<file path="src/rtl/half_fp_pkg.sv">
// Shared constants, special encodings and FSM state type for the half-precision
// product normaliser/rounder.
package half_fp_pkg;

  localparam int BIAS_DEFAULT = 15;
  localparam int EXP_W        = 5;
  localparam int MANT_W       = 10;
  localparam int PROD_W       = 22;
  localparam int IN_EXP_W     = 7;
  localparam int E_W          = 8;

  localparam logic [EXP_W+MANT_W-1:0] INF_MAG  = 15'h7C00;
  localparam logic [EXP_W+MANT_W-1:0] ZERO_MAG = 15'h0000;

  typedef enum logic [1:0] {
    IDLE,
    NORM,
    ROUND,
    DONE
  } state_t;

endpackage

</file>
<file path="src/rtl/half_round_rne.sv">
// Round-to-nearest-even and IEEE half packing of a normalised 1.x product.
// Purely combinational; frac[20] is the hidden bit.
module half_round_rne
  import half_fp_pkg::*;
(
  input  logic                    sign,
  input  logic                    zero,
  input  logic signed [E_W-1:0]   exp_in,
  input  logic [PROD_W-2:0]       frac,
  input  logic                    sticky,
  output logic [15:0]             result
);

  logic [MANT_W-1:0]    mant;
  logic                 guard;
  logic                 stick;
  logic                 inc;
  logic [MANT_W:0]      mant_sum;
  logic signed [E_W:0]  exp_r;

  always_comb begin
    mant     = frac[19:10];
    guard    = frac[9];
    stick    = (|frac[8:0]) | sticky;
    inc      = guard & (stick | mant[0]);
    mant_sum = {1'b0, mant} + {{MANT_W{1'b0}}, inc};
    // A carry out leaves mant_sum[9:0] at zero, which is exactly the bumped significand.
    exp_r    = $signed({exp_in[E_W-1], exp_in}) + $signed({{E_W{1'b0}}, mant_sum[MANT_W]});

    // Zero/subnormal wins over overflow so that 0 * huge still flushes to zero.
    if (zero || !frac[20] || exp_r < 9'sd1) begin
      result = {sign, ZERO_MAG};
    end else if (exp_r >= 9'sd31) begin
      result = {sign, INF_MAG};
    end else begin
      result = {sign, exp_r[EXP_W-1:0], mant_sum[MANT_W-1:0]};
    end
  end

endmodule

</file>
<file path="src/rtl/half_norm_round.sv">
// Normalises a raw 11x11-bit significand product one shift per cycle, then rounds
// and packs it to IEEE half; valid/ready handshake on both sides, one product in flight.
module half_norm_round
  import half_fp_pkg::*;
#(
  parameter int BIAS = BIAS_DEFAULT
) (
  input  logic                clk,
  input  logic                rst_n,
  input  logic                in_valid,
  output logic                in_ready,
  input  logic                in_sign,
  input  logic [IN_EXP_W-1:0] in_exp,
  input  logic [PROD_W-1:0]   in_frac,
  output logic                out_valid,
  input  logic                out_ready,
  output logic [15:0]         out_data
);

  state_t                state_q, state_d;
  logic                  sign_q, sign_d;
  logic [PROD_W-1:0]     frac_q, frac_d;
  logic signed [E_W-1:0] e_q, e_d;
  logic                  sticky_q, sticky_d;
  logic                  zero_q, zero_d;
  logic [15:0]           out_data_q, out_data_d;
  logic [15:0]           rounded;

  // NOTE: sequential state uses non-blocking assignments only, so every flop samples
  // pre-edge values regardless of statement order.
  always_ff @(posedge clk or negedge rst_n) begin
    if (!rst_n) begin
      state_q    <= IDLE;
      sign_q     <= 1'b0;
      frac_q     <= '0;
      e_q        <= '0;
      sticky_q   <= 1'b0;
      zero_q     <= 1'b0;
      out_data_q <= '0;
    end else begin
      state_q    <= state_d;
      sign_q     <= sign_d;
      frac_q     <= frac_d;
      e_q        <= e_d;
      sticky_q   <= sticky_d;
      zero_q     <= zero_d;
      out_data_q <= out_data_d;
    end
  end

  // NOTE: every signal gets a hold default before the case so no path infers a latch.
  always_comb begin
    state_d    = state_q;
    sign_d     = sign_q;
    frac_d     = frac_q;
    e_d        = e_q;
    sticky_d   = sticky_q;
    zero_d     = zero_q;
    out_data_d = out_data_q;

    case (state_q)
      IDLE: begin
        if (in_valid) begin
          sign_d   = in_sign;
          frac_d   = in_frac;
          e_d      = $signed({1'b0, in_exp} - E_W'(BIAS));
          sticky_d = 1'b0;
          zero_d   = 1'b0;
          state_d  = NORM;
        end
      end
      NORM: begin
        if (frac_q == '0) begin
          zero_d  = 1'b1;
          state_d = ROUND;
        end else if (frac_q[21]) begin
          frac_d   = frac_q >> 1;
          sticky_d = sticky_q | frac_q[0];
          e_d      = e_q + 8'sd1;
          state_d  = ROUND;
        end else if (!frac_q[20] && e_q > 8'sd1) begin
          frac_d = frac_q << 1;
          e_d    = e_q - 8'sd1;
        end else begin
          state_d = ROUND;
        end
      end
      ROUND: begin
        out_data_d = rounded;
        state_d    = DONE;
      end
      DONE: begin
        if (out_ready) state_d = IDLE;
      end
      default: state_d = IDLE;
    endcase
  end

  always_comb begin
    in_ready  = (state_q == IDLE);
    out_valid = (state_q == DONE);
  end

  assign out_data = out_data_q;

  // Bit 21 is always clear once NORM hands over, so only the low 21 bits are rounded.
  half_round_rne u_round (
    .sign   (sign_q),
    .zero   (zero_q),
    .exp_in (e_q),
    .frac   (frac_q[PROD_W-2:0]),
    .sticky (sticky_q),
    .result (rounded)
  );

endmodule

</file>
<file path="config.mk">
export PLATFORM = sky130hd
export DESIGN_NAME = half_norm_round
export DESIGN_NICKNAME = d
export VERILOG_FILES = /design/src/rtl/half_fp_pkg.sv /design/src/rtl/half_round_rne.sv /design/src/rtl/half_norm_round.sv
export SDC_FILE = /design/constraint.sdc
export NUM_CORES = 1
export LEC_CHECK = 0
export ABC_AREA = 0
export CAP_MARGIN = 20
export CORE_UTILIZATION = 40
export CTS_CLUSTER_SIZE = 24
export DETAILED_ROUTE_END_ITERATION = 10
export PLACE_DENSITY = 0.69
export SYNTH_ARGS = -nofsm -noshare
export SYNTH_HDL_FRONTEND = slang
export SYNTH_SLANG_ARGS = --single-unit
export TNS_END_PERCENT = 30
</file>
<file path="constraint.sdc">
create_clock -name clk -period 3.5 [get_ports clk]
set_input_delay 0.7 -clock clk [delete_from_list [all_inputs] [get_ports clk]]
set_output_delay 0.7 -clock clk [all_outputs]
set_load 0.01 [all_outputs]
</file>
==> results.md <==
* Number of distinct standard cells referenced by the synthesized netlist at 56
* Leading register cell type out of synthesis: sky130_fd_sc_hd__dfrtp_1
* Layout Cells excl Fill at 520
* Critical path class: reg -> reg
* Area taken by multi-input logic gates at 0.00194 mm2
* Clock Sink Count at 51
* Top post-synthesis cells by area: sky130_fd_sc_hd__dfrtp_1 (37%), sky130_fd_sc_hd__nor2_1 (6.3%), sky130_fd_sc_hd__mux2_4 (6.1%)
* Top achievable clock speed at 318 MHz
* RSZ-0062 raised after global routing: false
* Routed met3 length at about 380 um
* Core region area at approximately 0.0083 mm2
* Die Outline Area at 0.00901 mm2
* Total count of hold-check failures in the final report at 0
* Via count of the first global-routing pass at about 2800
* Total of fill cells in the finished design at 784
* Post-synthesis cell area at between 0.003 and 0.004 mm2
* Final Wtd Congestion at 0.822
* Number of violations reported at the end of detailed-routing iteration 0 at 247
* Reg2Reg Setup Slack at 0.35 ns
* Number of detailed-route iterations in the first pass at 5
* Pwr dens at between 800 and 900 mW/mm2
* Count of vias placed by the detailed router at 2971
* Highest fanout seen on the critical path at 10
* Final WL at approximately 7900 um
* Max-capacitance violation count at 0
* Placed Cells at just over 500
* Global-route congestion overflow total at 0
* Total Routing Usage GR at between 10% and 20%
* Final setup violation count at 0
* Origin of the worst setup path: frac_q[9]
* Diode count at 0
* Proportion of layout cells with a drive suffix above 1 at 10.8%
* Startpoint types: flip-flop
* Sequential cell area fraction in the yosys report at 37.0%
* Routed wire length per instance at between 15 and 20 um
* Combined flip-flop and latch cell area at roughly 0.0013 mm2
* Cell chosen for the clock root: sky130_fd_sc_hd__clkbuf_8
* Measured slew at the worst slew-check pin at 1.03 ns
* Most frequent standard cell in the layout excluding fill and tap cells: sky130_fd_sc_hd__nor2_1
* Count of pins on the block boundary at 52
* Width of the die at ~95 um
* Number of levels in the clock H-tree at 2
* Commonest cells after routing, fill and taps aside: sky130_fd_sc_hd__nor2_1 (58), sky130_fd_sc_hd__dfrtp_1 (51), sky130_fd_sc_hd__clkdlybuf4s50_1 (50)
* Die H at between 90 and 100 um
* Number of storage elements in the synthesis netlist at slightly above 50
* Post-Route M1 WL at 3870 um
* Reg2Reg Capture Point: out_data[0]
* Met2 Routed Length at approximately 3500 um
* Residual DRC count at 0
* Count of buffers inserted at the top-level ports at between 50 and 60
* Maximum number of pins on one net before global-route repair at 47
* Residual antenna-violating net count after detailed routing at 0
* Max Clock Skew at approximately 0.0044 ns
* Critical register-to-register path startpoint: frac_q[9]
* # Post-CTS Setup Buffers at 0
* Area growth from synthesis to final layout at 18.3%
* Worst vdd rail ir drop at roughly 0.00036 V
* Worst endpoint data arrival time at about 3.4 ns
* Worst relative slew slack at just over 30%
* Result of the run: complete, no violations
* Initial Util at just over 40%
* Initial antenna violation count at 0
* Via density per instance at ~5.7
* Number of enable-type register cells in the synthesized netlist at 0
* Yosys warns at 0
* Placement Rows at 33
* Worst hold-check path type: in -> async
* TritonCTS clock tree: yes
* CTS Buffer Depth at 2
* Highest metal layer with signal wires: met4
* Post-Synthesis Cells at between 300 and 400
* Cell accounting for the most synthesized area: sky130_fd_sc_hd__dfrtp_1
* Static leakage at between 1.5 and 2 nW
* Number of nets produced by synthesis at 420
* Latest clock arrival within the worst-skew pair at just over 0.3 ns
* End of the critical path: out_data[0]
* Worst reg-to-reg path cell count at 12
* Capturing element type of the critical path: flip-flop
* Number of buffers created by CTS at 5
* Required arrival time at the worst endpoint at roughly 3.7 ns
* Pins Over Slew Limit at 0
* Placed wire-length estimate after detailed placement at 5590 um
* Area share of the largest cell type after synthesis at around 37%
* Async set-reset flop share out of synthesis at between 90% and 100%
* Syn Area/Cell at between 9 and 10 um2
* Net total in the final layout at 459
* Post-Route Setup TNS at 0 ns
* Min Clock Period, post-route at between 3 and 4 ns
* Register clock-pin slew on the reported worst setup and hold paths at around 0.090 ns
* Global-route wire length before repair at between 10000 and 15000 um
* Ratio of final minimum period to clock period at around nine tenths
## worst max-delay path, cell delays in order (launching register included)
cell and delay (ns):
sky130_fd_sc_hd__dfrtp_1 0.48, sky130_fd_sc_hd__and2_1 0.22, sky130_fd_sc_hd__ha_1 0.21, sky130_fd_sc_hd__nand2_1 0.09, sky130_fd_sc_hd__nor3_1 0.26, sky130_fd_sc_hd__and3_1 0.24
sky130_fd_sc_hd__ha_1 0.26, sky130_fd_sc_hd__nand4_1 0.25, sky130_fd_sc_hd__xnor2_1 0.29, sky130_fd_sc_hd__o32a_1 0.21, sky130_fd_sc_hd__o211ai_1 0.10, sky130_fd_sc_hd__buf_4 0.18
sky130_fd_sc_hd__o32ai_1 0.27
## synth_stat cells (2+ instances only)
library cell	n
sky130_fd_sc_hd__inv_1	25
sky130_fd_sc_hd__clkbuf_1	19
sky130_fd_sc_hd__nand2_1	14
sky130_fd_sc_hd__nand4_1	5
sky130_fd_sc_hd__nor2_1	58
sky130_fd_sc_hd__a21o_1	2
sky130_fd_sc_hd__and3_1	3
sky130_fd_sc_hd__a2bb2oi_1	2
sky130_fd_sc_hd__dfrtp_1	51
sky130_fd_sc_hd__or3_1	2
sky130_fd_sc_hd__o21ai_0	6
sky130_fd_sc_hd__nand3_1	13
sky130_fd_sc_hd__nor3_1	7
sky130_fd_sc_hd__a41oi_1	4
sky130_fd_sc_hd__xnor2_1	11
sky130_fd_sc_hd__and2_1	4
sky130_fd_sc_hd__o22ai_1	17
sky130_fd_sc_hd__nand3b_1	2
sky130_fd_sc_hd__mux2_2	11
sky130_fd_sc_hd__mux2i_1	3
sky130_fd_sc_hd__a21bo_2	2
sky130_fd_sc_hd__xor2_1	9
sky130_fd_sc_hd__o32a_1	3
sky130_fd_sc_hd__ha_1	11
sky130_fd_sc_hd__mux2_4	14
sky130_fd_sc_hd__nand2b_1	3
sky130_fd_sc_hd__a21oi_1	11
sky130_fd_sc_hd__buf_6	5
sky130_fd_sc_hd__nor3b_1	4
sky130_fd_sc_hd__a22oi_1	2
sky130_fd_sc_hd__a221oi_1	19
sky130_fd_sc_hd__o31ai_1	2
sky130_fd_sc_hd__nor4_1	4
sky130_fd_sc_hd__buf_2	2
sky130_fd_sc_hd__a31oi_1	3
sky130_fd_sc_hd__o32ai_1	2
## cells by family after synthesis
| group | Yosys count | share of synthesized area [%] |
|---|---|---|
| DFF | 51 | 37.0 |
| muxes | 28 | 10.5 |
| and+or+nand+nor | 125 | 17.4 |
| buffers and inverters | 52 | 6.81 |
| xor gates and xnor gates | 20 | 5.07 |
| AOI/OAI and AO/OA | 88 | 19.2 |
| adders and majority gates | 11 | 3.99 |
## through the flow
step	cell area (um2)	util, %	setup slack, ns	hold slack, ns	total power, W
detailed placement	4000	48.2	0.341	0.495	0.00322
finish	4090	49.2	0.351	0.450	0.00355
global placement	4000	48.2	0.450	0.490	0.00316
global route	4090	49.2	0.0725	0.499	0.00382
floorplan	3450	-	0.485	0.404	0.00273
CTS	4090	49.2	0.324	0.470	0.00356
## how the worst min path moves through the flow
stage	to	slack (ns)
3_3_place_gp	out_data[15]	0.49
4_1_cts	state_q[1]	0.47
6_report	e_q[0]	0.45
5_1_grt	e_q[3]	0.50
2_1_floorplan	e_q[0]	0.40
3_5_place_dp	sign_q	0.49
## repair_timing
| item | in CTS | in global routing |
|---|---|---|
| gates resized for setup | 0 | 1 |
| hold buffers | 0 | 0 |
| endpoints found under the setup margin | 0 | 1 |
## cell type report
type                            count  area share [%]
Clock buffer                        7            1.87
Clock inverter                      1           0.123
Inverter                           26            2.39
Multi-Input combinational cell    272            47.5
Sequential cell                    51            31.2
Tap cell                          105            3.22
Timing Repair Buffer               58            13.7
## power by group
| group | switching [W] | total (W) | internal (W) | leakage, nW |
|---|---|---|---|---|
| clock | 0.000199 | 0.000340 | 0.000141 | 0.0422 |
| sequential | 0.000384 | 0.00124 | 0.000853 | 0.631 |
| combinational | 0.000973 | 0.00198 | 0.00100 | 0.981 |
## routing by layer
metal  global-route usage [%]  vias up
met4                     4.92        0
met2                     29.9       93
met3                     2.42        9
met1                     26.1     1429
li1                         -     1440
met5                        0        -
## flip-flops by register name (all words and copies together) (netlist names)
register	count
out_data	16
state_q	2
sticky_q	1
e_q	8
zero_q	1
frac_q	22
sign_q	1
Power figures use the tool's default switching activity.
==> RTL change (config.mk and constraints unchanged) <==
Encoding of `state_t`: now one-hot (4 bits for 4 states).
--- a/src/rtl/half_fp_pkg.sv
+++ b/src/rtl/half_fp_pkg.sv
@@ -12,11 +12,11 @@
   localparam logic [EXP_W+MANT_W-1:0] INF_MAG  = 15'h7C00;
   localparam logic [EXP_W+MANT_W-1:0] ZERO_MAG = 15'h0000;
 
-  typedef enum logic [1:0] {
-    IDLE,
-    NORM,
-    ROUND,
-    DONE
+  typedef enum logic [3:0] {
+    IDLE  = 4'b0001,
+    NORM  = 4'b0010,
+    ROUND = 4'b0100,
+    DONE  = 4'b1000
   } state_t;
 
 endpackage
Behaviour: no difference found for any inputs over 10 cycles, from zero or initial values and one cycle with rst_n low; not proved beyond that.
==> RTL change against the unedited design <==
Synthesized cell count down 6.7%. Global-route usage up 0.37 points. Wire length up 2.3%. Sequential cell count up 2. Area after synthesis up 0.51%. Combinational power down 22%. Setup slack better by 0.24 ns. Highest routed layer unchanged. Utilization up 0.71 points. Critical path type unchanged. Fmax up 8.2%. Power down 7.1%. Clock skew up 0.0017 ns. Final area up 1.4%.
==> RTL change: results (changes against the unedited design) <==
reg2reg path depth: 10 (-2)
Power Sequential: 0.00131 W (+6%)
buffer share of cell area: 0.138 (+0.00108)
FF+latch area: 1330 um2 (+4.0%)
fin nets: 426 (-7.2%)
seq_cells: 53 (+3.9%)
syn_nets: 391 (-6.9%)
Net Sw Power: 0.00137 W (-12%)
CP arrival: 3.11 ns (-0.25 ns)
initial detailed-routing violation count: 213 (-14%)
Worst Tran Pin Value: 0.857 ns (-0.177 ns)
top area cells in the synthesized netlist: dfrtp_1 38%, mux2_4 6.5%, a221o_1 5.2%
met2 Resource Use GR: 0.290 (-0.00928)
FILL cells: 794 (+1.3%)
FF-to-FF setup slack: 0.59 ns (+0.24 ns)
P_clk: 0.000436 W (+28%)
post-placement worst setup slack: 0.570 ns (+0.230 ns)
cell count after placement: 483 (-5.7%)
Placer Congestion: 0.859 (+4.5%)
syn_area_per_cell: 9.91 um2 (+7.7%)
synthesized instance count: 350 (-6.7%)
post_cts resized: 0 (unchanged)
GRT met1 Usage: 0.277 (+0.0158)
Peak Freq: 344 MHz (+8.2%)
Slowest-stage cell, CP: or4_1
Top reg by flops: frac_q
Routed met2 length: 3600 um (+2.0%)
first-pass GRT wire length: 13300 um (+1.2%)
vias in the first global route: 2662 (-4.5%)
largest net degree at the start of global routing: 34 (-28%)
share of post-route cells with drive strength above 1: 0.137 (+0.0289)
postcts setup bufs: 0 (unchanged)
post-DP HPWL: 5720 um (+2.3%)
Post-Route WL: 8060 um (+2.3%)
Commonest cells post-synth: 52 x dfrtp_1, 32 x nand2_1, 21 x and3_1
via/cell ratio: 5.88 (+2.9%)
Pre-antenna DRT Iters: 4 (-1)
placed cell area: 4030 um2 (+0.59%)
routed len/inst: 16.4 um (+8.4%)
multi-input combinational area share: 0.476 (+0.000808)
clock network area share: 0.0281 (+0.00817)
Non-CTS inverters: 7 (-73%)
post-synthesis sequential area ratio: 0.383 (+0.0129)
met3 wire len: 438 um (+17%)
status: completed
CP endpoint: out_data[2]
worst ir drop on vdd: 268 uV (-26%)
Final Skew: 0.00612 ns (+0.00170 ns)
synth warn: 0 (unchanged)
#MultiIn Comb: 260 (-4.4%)
Pleak: 1.78 nW (+7.5%)
P_int: 0.00193 W (-3.3%)
## RTL change: cell count changes after synthesis, sizes merged, moves of 17 or more
cell / delta
nand2: +19
o22ai: -17
nor2: -47
and3: +18
inv: -18
a221o: +18
a221oi: -17
## RTL change: kinds of logic after synthesis
logic type	count (synthesis)	share of synthesized area
compound gates	83	0.191
xor+xnor	17	0.0429
fa+ha+maj	7	0.0252
buf+inv	37	0.0523
flops	53	0.383
mux	24	0.0930
simple gates	129	0.213
## RTL change: through the flow
stage | hold WS [ns] | util
floorplan | 0.404 | -
global placement | 0.457 | 0.485
detailed placement | 0.465 | 0.485
CTS | 0.465 | 0.499
global route | 0.500 | 0.499
finish | 0.435 | 0.499
## RTL change: worst register-to-register path, stage by stage, from the launching register on
cell      delay [ns]
dfrtp_1         0.45
and2_1          0.21
ha_1            0.21
and2_1          0.17
and3_1          0.20
ha_1            0.23
nand4_1         0.17
xor2_1          0.22
or4_1           0.60
nand4b_4        0.25
o21ai_2         0.09
